$ cat src/rtl/latch_capture.sv
// Synchronizes and debounces the level from an upstream latch, queueing each
// accepted level change with a timestamp in a small first-word-fall-through FIFO.
module latch_capture #(
   parameter int SYNC_STAGES   = 2,
   parameter int STABLE_CYCLES = 4,
   parameter int DEPTH         = 4,
   parameter int TS_W          = 8
) (
   input  logic            clk,
   input  logic            reset,
   input  logic            d_in,
   input  logic            out_ready,
   output logic            out_valid,
   output logic            out_level,
   output logic [TS_W-1:0] out_stamp,
   output logic [7:0]      glitch_cnt,
   output logic            fifo_full,
   output logic            overflow
);

   localparam int         AW       = $clog2(DEPTH);
   localparam logic [3:0] CNT_LAST = 4'(STABLE_CYCLES - 1);

   logic [SYNC_STAGES-1:0] sync_r;
   logic                   sync_q;
   logic [TS_W-1:0]        ts;
   logic                   ts_run;
   logic                   stable;
   logic [3:0]             cnt;
   logic                   push, do_push, pop;
   logic [TS_W:0]          mem [DEPTH];
   logic [TS_W:0]          head;
   logic [AW-1:0]          wr_ptr, rd_ptr;
   logic [AW:0]            occ;

   assign sync_q = sync_r[SYNC_STAGES-1];

   always_ff @(posedge clk) begin
      if (!reset) sync_r <= '0;
      else        sync_r <= {sync_r[SYNC_STAGES-2:0], d_in};
   end

   // ts reads 0 through the first released edge, so that edge counts as ts=0
   always_ff @(posedge clk) begin
      if (!reset) begin
         ts     <= '0;
         ts_run <= 1'b0;
      end else begin
         ts_run <= 1'b1;
         if (ts_run) ts <= ts + TS_W'(1);
      end
   end

   assign push = (sync_q != stable) && (cnt == CNT_LAST);

   always_ff @(posedge clk) begin
      if (!reset) begin
         stable     <= 1'b0;
         cnt        <= '0;
         glitch_cnt <= '0;
      end else if (sync_q != stable) begin
         if (cnt == CNT_LAST) begin
            stable <= sync_q;
            cnt    <= '0;
         end else begin
            cnt <= cnt + 4'd1;
         end
      end else if (cnt != '0) begin
         cnt <= '0;
         if (glitch_cnt != 8'hFF) glitch_cnt <= glitch_cnt + 8'd1;
      end
   end

   assign pop     = out_valid && out_ready;
   assign do_push = push && (!fifo_full || pop);

   always_ff @(posedge clk) begin
      if (!reset) begin
         wr_ptr   <= '0;
         rd_ptr   <= '0;
         occ      <= '0;
         overflow <= 1'b0;
      end else begin
         if (do_push) wr_ptr <= wr_ptr + AW'(1);
         if (pop)     rd_ptr <= rd_ptr + AW'(1);
         if (do_push && !pop)      occ <= occ + (AW+1)'(1);
         else if (!do_push && pop) occ <= occ - (AW+1)'(1);
         if (push && !do_push) overflow <= 1'b1;
      end
   end

   always_ff @(posedge clk) begin
      if (reset && do_push) mem[wr_ptr] <= {sync_q, ts};
   end

   assign head      = mem[rd_ptr];
   assign out_valid = (occ != '0);
   assign fifo_full = (occ == (AW+1)'(DEPTH));
   assign out_level = out_valid & head[TS_W];
   assign out_stamp = out_valid ? head[TS_W-1:0] : '0;

endmodule

$ cat config.mk
export PLATFORM = sky130hd
export DESIGN_NAME = latch_capture
export DESIGN_NICKNAME = d
export VERILOG_FILES = /design/src/rtl/latch_capture.sv
export SDC_FILE = /design/constraint.sdc
export NUM_CORES = 1
export LEC_CHECK = 0
export ABC_AREA = 0
export BUFFER_PORTS_ARGS = -buffer_cell sky130_fd_sc_hd__buf_2
export CELL_PAD_IN_SITES_DETAIL_PLACEMENT = 0
export CELL_PAD_IN_SITES_GLOBAL_PLACEMENT = 2
export CORE_AREA = 10 10 94 96
export CTS_BUF_LIST = sky130_fd_sc_hd__clkbuf_4
export CTS_CLUSTER_DIAMETER = 50
export DETAILED_ROUTE_END_ITERATION = 12
export DIE_AREA = 0 0 104 106
export GPL_TIMING_DRIVEN = 0
export MAX_ROUTING_LAYER = met4
export PLACE_DENSITY_LB_ADDON = 0.1
export RECOVER_POWER = 25
export SYNTH_ARGS = -nofsm -noshare
export SYNTH_HDL_FRONTEND = slang
export SYNTH_SLANG_ARGS = --single-unit
export TNS_END_PERCENT = 50
$ cat constraint.sdc
create_clock -name clk -period 3 [get_ports clk]
set_clock_uncertainty 0.2 [all_clocks]
set_input_delay 0.15 -clock clk [delete_from_list [all_inputs] [get_ports clk]]
set_output_delay 0.15 -clock clk [all_outputs]
set_load 0.005 [all_outputs]
# Word-level counts from Yosys, hierarchy flattened
# Memories as Yosys holds them, arrays and structs flattened. A register that Yosys moved wholly into a read port is not among the register bits.
# Cells that the tools add are included.
op_classes:
  n_addsub: 7
  n_reduce_logical: 17
  n_eq_ne: 4
  bitwise: 2
  muxes: 11
ops:
  columns: ["operator", "n"]
  rows:
  - ["8-bit by 1-bit adder with 8-bit output (second input constant)", 2]
  - ["4-bit two-way mux", 3]
  - ["8-bit two-way mux", 1]
  - ["8-bit inequality test (second input constant)", 1]
  - ["1-bit logical AND", 7]
  - ["3-bit two-way mux", 2]
  - ["2-bit by 1-bit adder with 2-bit output (second input constant)", 2]
  - ["4-bit by 1-bit adder with 4-bit output (second input constant)", 1]
  - ["4-bit by 2-bit == test with 1-bit output (second input constant)", 1]
  - ["2-bit two-way mux", 2]
  - ["2-bit nonzero test", 2]
  - ["4-bit nonzero test", 1]
  - ["3-bit by 1-bit adder with 3-bit output (second input constant)", 1]
  - ["3-bit == test (second input constant)", 1]
  - ["1-bit zero test", 3]
  - ["1-bit two-way mux", 3]
  - ["3-bit AND reduction", 1]
  - ["3-bit nonzero test", 1]
  - ["3-bit by 1-bit subtractor with 3-bit output (second input constant)", 1]
  - ["2-bit AND reduction", 1]
  - ["1-bit AND", 1]
  - ["1-bit logical OR", 1]
  - ["1-bit inequality test", 1]
  - ["1-bit inverter", 1]
word_totals:
  output_inout_bits: 20
  n_memories: 1
  ff_bits: 32
  ram_bits: 36
  inputBits: 4
  wordCells: 52
mem_list:
  columns: ["name", "words", "word_bits", "read_ports", "rd_ports_with_merged_regs", "wr", "line_no", "source"]
  rows:
  - ["mem", 4, 9, 1, 1, 1, "31", "logic [TS_W:0] mem [DEPTH];"]

# Logic depth before layout (Yosys ltp)
depth:
  ltp_word: 8
  ltp_mapped: 9
  ltp_nobuf: 9

# Worst setup path after synthesis
# No wires, ideal clock.
synth_timing:
  path_type: "flip-flop to flip-flop"
  startpoint: "register cnt[0]"
  endpoint: "register occ[2]"
  arrival_time_ps: 2448
  period_less_slack_ps: 2719
  setup_time_ps: 72
  path_buffers: 0
  required_ps: 2728
  path_stages_with_launch: 10
  path_slack_ps: 281
  cell_sequence: "dfxtp_1 > ha_1 > or3b_1 > nor3_4 > ha_1 > inv_1 > fa_1 > xor2_1 > or3_1 > a21oi_1"
synth_via:
  elab_chain_len: 6
  word_cells_on_any_way: 8
  cone_classes: "eq/ne: 1; mux: 1; reduce/logical: 6"
synth_rtl:
  columns: ["item", "line_no", "source"]
  rows:
  - ["start, declared", "29", "logic [3:0] cnt;"]
  - ["start signal, assigned", "66", "cnt <= cnt + 4'd1;"]
  - ["4-bit by 2-bit == test with 1-bit output (*)", "54", "assign push = (sync_q != stable) && (cnt == CNT_LAST);"]
  - ["1-bit logical AND (*)", "54", null]
  - ["1-bit logical AND (*)", "75", "assign do_push = push && (!fifo_full || pop);"]
  - ["1-bit zero test", "87", "else if (!do_push && pop) occ <= occ - (AW+1)'(1);"]
  - ["1-bit logical AND", "87", null]
  - ["2-bit nonzero test (no line)", null, null]
  - ["end signal, assigned", "86", "if (do_push && !pop) occ <= occ + (AW+1)'(1);"]
  - ["end signal, assigned", "87", null]
  - ["end, declared", "34", "logic [AW:0] occ;"]
# Every way passes the cells marked *; elsewhere a longest branch is shown, timed or not.
# A chain may end at the register's enable or synchronous reset.

# Final worst setup path
layout_timing:
  startpoint: "register cnt[1]"
  endpoint: "register occ[2]"
# The elaborated chain is that of the path after synthesis.

==> results by group <==
Synthesis
  – Most frequent cell after synthesis: edfxtp_1
  – Register bit total from synthesis: 70
  – Syn Nets: 237
  – Largest area contributor in the netlist: edfxtp_1
  – Synth Warn #: 0
  – Mapped Area: 2944 sq um
  – Synth Instances: 223
  – Synth top area cells: edfxtp_1 (37%), dfxtp_1 (23%), mux4_2 (6.9%), ha_1 (3.8%), xor2_1 (3.3%)
  – FFs w/ async S/R, synth: 0%
  – Avg Inst Size Synth: 13.20 sq um
  – Register area share after synthesis: 59.84%
  – Main synth FF type: edfxtp_1
  – Most frequent cells after synthesis: edfxtp_1 (36), dfxtp_1 (34), nor2_1 (22)
  – Post-synth EDFFs: 36
  – Count of cell types in the netlist: 45
  – Share of the synthesized area in the top cell type: 36.72%

Drt
  – Post-Route WL: 5364 um
  – Antenna-violating nets left: 0
  – Detailed Routing Iterations Pass 1: 4
  – Starting DRT DRC Count: 86
  – Via Count: 1801
  – DRC Markers: 0
  – Post-DR vias/cell: 4.881
  – Routed WL per cell: 14.54 um

Place
  – IO Port Bufs: 23
  – Gp weighted congestion: 0.7427
  – Post-DP HPWL: 3694 um

Clock tree
  – Clk root buf: clkbuf_4
  – CTS H-tree lvls: 3
  – Worst skew pair latency: 390 ps
  – Clk buf depth: 2
  – CTS clk-pin slew, worst paths: 110 ps
  – Cts bufs inserted: 9
  – Clk sinks: 70
  – TritonCTS clock tree: done

Final layout
  – Layout area overhead: 14.19%
  – Layout cells sized above 1: 23.33%
  – Nets: 279
  – Final Util: 47.63%
  – Ant. Diodes: 0

Global route
  – Antenna violations before repair: 0
  – GRT Util Overall: 10.41%
  – Number of global-route vias before repair: 1754
  – Largest net degree at the start of global routing: 12
  – Total congestion overflow: 0
  – First-pass GRT wire length: 8866 um

Setup path
  – CP startpoint kind: flop
  – Req. time, crit path: 3120 ps
  – Crit path max fanout: 4
  – Critical path class: reg2reg
  – R2r endpoint: occ[2]
  – Endpoint type of the worst setup path: flop
  – WP data arrival: 2910 ps
  – R2R cell count: 9
  – Worst R2R Setup Slack: 210 ps
  – Reg-to-Reg Start: cnt[1]

Power
  – Pwr Total: 1932 uW
  – Net Sw Frac: 27.44%
  – Internal Power: 1402 uW
  – Part of the power in the clock network: 25.6%
  – Comb power frac: 19.2%
  – Peak VDD IR: 0.2523 mV
  – Pwr dens: 574.7 nW/um^2
  – Switching power total: 530.2 uW
  – Leakage power: 0.001227 uW
  – Reg power frac: 55.2%

Timing
  – Measured slew at the worst slew-check pin: 755.6 ps
  – Finish-stage setup viols: 0
  – Post-route minimum period: 2793 ps
  – Fin crit share: 93.11%
  – Post-route setup TNS: 0 ps
  – Fmax: 0.3580 GHz
  – Slew HR: 48.92%
  – RSZ-0062 raised after global routing: no
  – Final Hold Fails: 0
  – Max-slew violation count: 0

Floorplan
  – IO Pins: 24
  – Die area: 11020 sq um
  – Core ar.: 7059 sq um
  – Die width: 104 um
  – Starting Density: 41.71%
  – Die Ht: 106 um
  – Row cnt: 31

Hold path
  – Hold path start: sync_r[0]
  – Hold depth: 1
  – Hold WC Path Type: reg2reg
  – Hold Path Sink: sync_r[1]

Outcome
  – Status: complete, no violations

Run
  – Max-cap violations: 0
-- cells by family after synthesis --
| logic type | synth area share, % |
|---|---|
| compound gates | 4.888 |
| mux | 7.905 |
| simple gates | 15.26 |
| buf+inv | 2.210 |
| fa+ha+maj | 4.505 |
| flops | 59.84 |
| xor+xnor | 5.397 |
-- layout make-up --
type / instances / area, sq um
inverter: 7 / 26.28
buffer: 8 / 38.79
fill: 695 / 3697
multi-input combinational: 138 / 1120
clock inverter: 5 / 26.28
tap: 99 / 123.9
clock buffer: 11 / 82.58
timing repair buffer: 31 / 181.4
sequential: 70 / 1763
-- worst max-delay path: stages (launching register included) --
cell	delay, ps
dfxtp_1	380
ha_1	210
or3b_4	430
nor3_4	260
ha_1	220
inv_1	60
fa_1	370
xor2_1	160
or3_1	300
a21oi_1	130
-- per-layer routing --
metal	vias up	GRT usage [%]	wire (um)
li1	907	-	-
met1	858	12.75	2603
met2	29	15.49	2505
met3	7	3.200	160
met4	0	4.771	95
met5	-	-	0
-- registers in the layout, summed over array words and instances (netlist names), named ones only --
name	flops
cnt	4
glitch_cnt	8
mem	36
occ	3
overflow	1
rd_ptr	2
stable	1
sync_r	2
ts	8
ts_run	1
wr_ptr	2
-- how the worst max path moves through the flow --
stage / from / end / slack [ps] / depth (start not counted)
final: cnt[1] / occ[2] / 210 / 9
after global routing: cnt[1] / occ[2] / 30 / 9
after detailed placement: cnt[0] / occ[2] / 70 / 9
after global placement: cnt[0] / occ[2] / 50 / 9
after CTS: cnt[0] / occ[2] / 20 / 9
after floorplan: cnt[0] / occ[2] / 280 / 9
-- power groups by stage --
| stage | combinational [uW] | sequential [uW] | clock [uW] |
|---|---|---|---|
| after floorplan | 246 | 1080 | 0 |
| after global placement | 384 | 1090 | 0 |
| after detailed placement | 384 | 1090 | 0 |
| after CTS | 389 | 1070 | 521 |
| after global routing | 432 | 1070 | 560 |
| final | 371 | 1070 | 496 |
-- per-stage QoR --
step | std cells | setup slack [ps] | area [sq um] | hold WS, ps
global route | 369 | 33.69 | 3362 | 252.0
detailed placement | 345 | 69.34 | 3183 | 91.75
CTS | 364 | 18.60 | 3322 | 201.5
global placement | 345 | 53.49 | 3183 | 90.22
finish | 369 | 206.7 | 3362 | 249.1
floorplan | 223 | 280.7 | 2944 | -22.28
-- layout by cell type (no fill, tap or decap), types with 4 or more instances in the layout --
cell type	instances
edfxtp_1	36
dfxtp_1	33
buf_2	23
nor2_1	22
and2_1	11
xor2_1	11
clkbuf_4	11
mux4_2	9
nand2_1	9
ha_1	9
clkbuf_1	7
a21oi_1	7
inv_1	6
nand3_1	6
or3_1	5
and3_1	5
nand4_1	5
buf_4	5
xnor2_1	4
o21ai_0	4
-- what timing repair did --
item,4_1_cts,5_1_grt
setup endpoints to repair,0,1
setup buffers,0,5
hold endpoints to repair,14,0
hold buffers,3,0
resized for setup,0,2
Note: power is estimated with default switching activity, not from simulation.
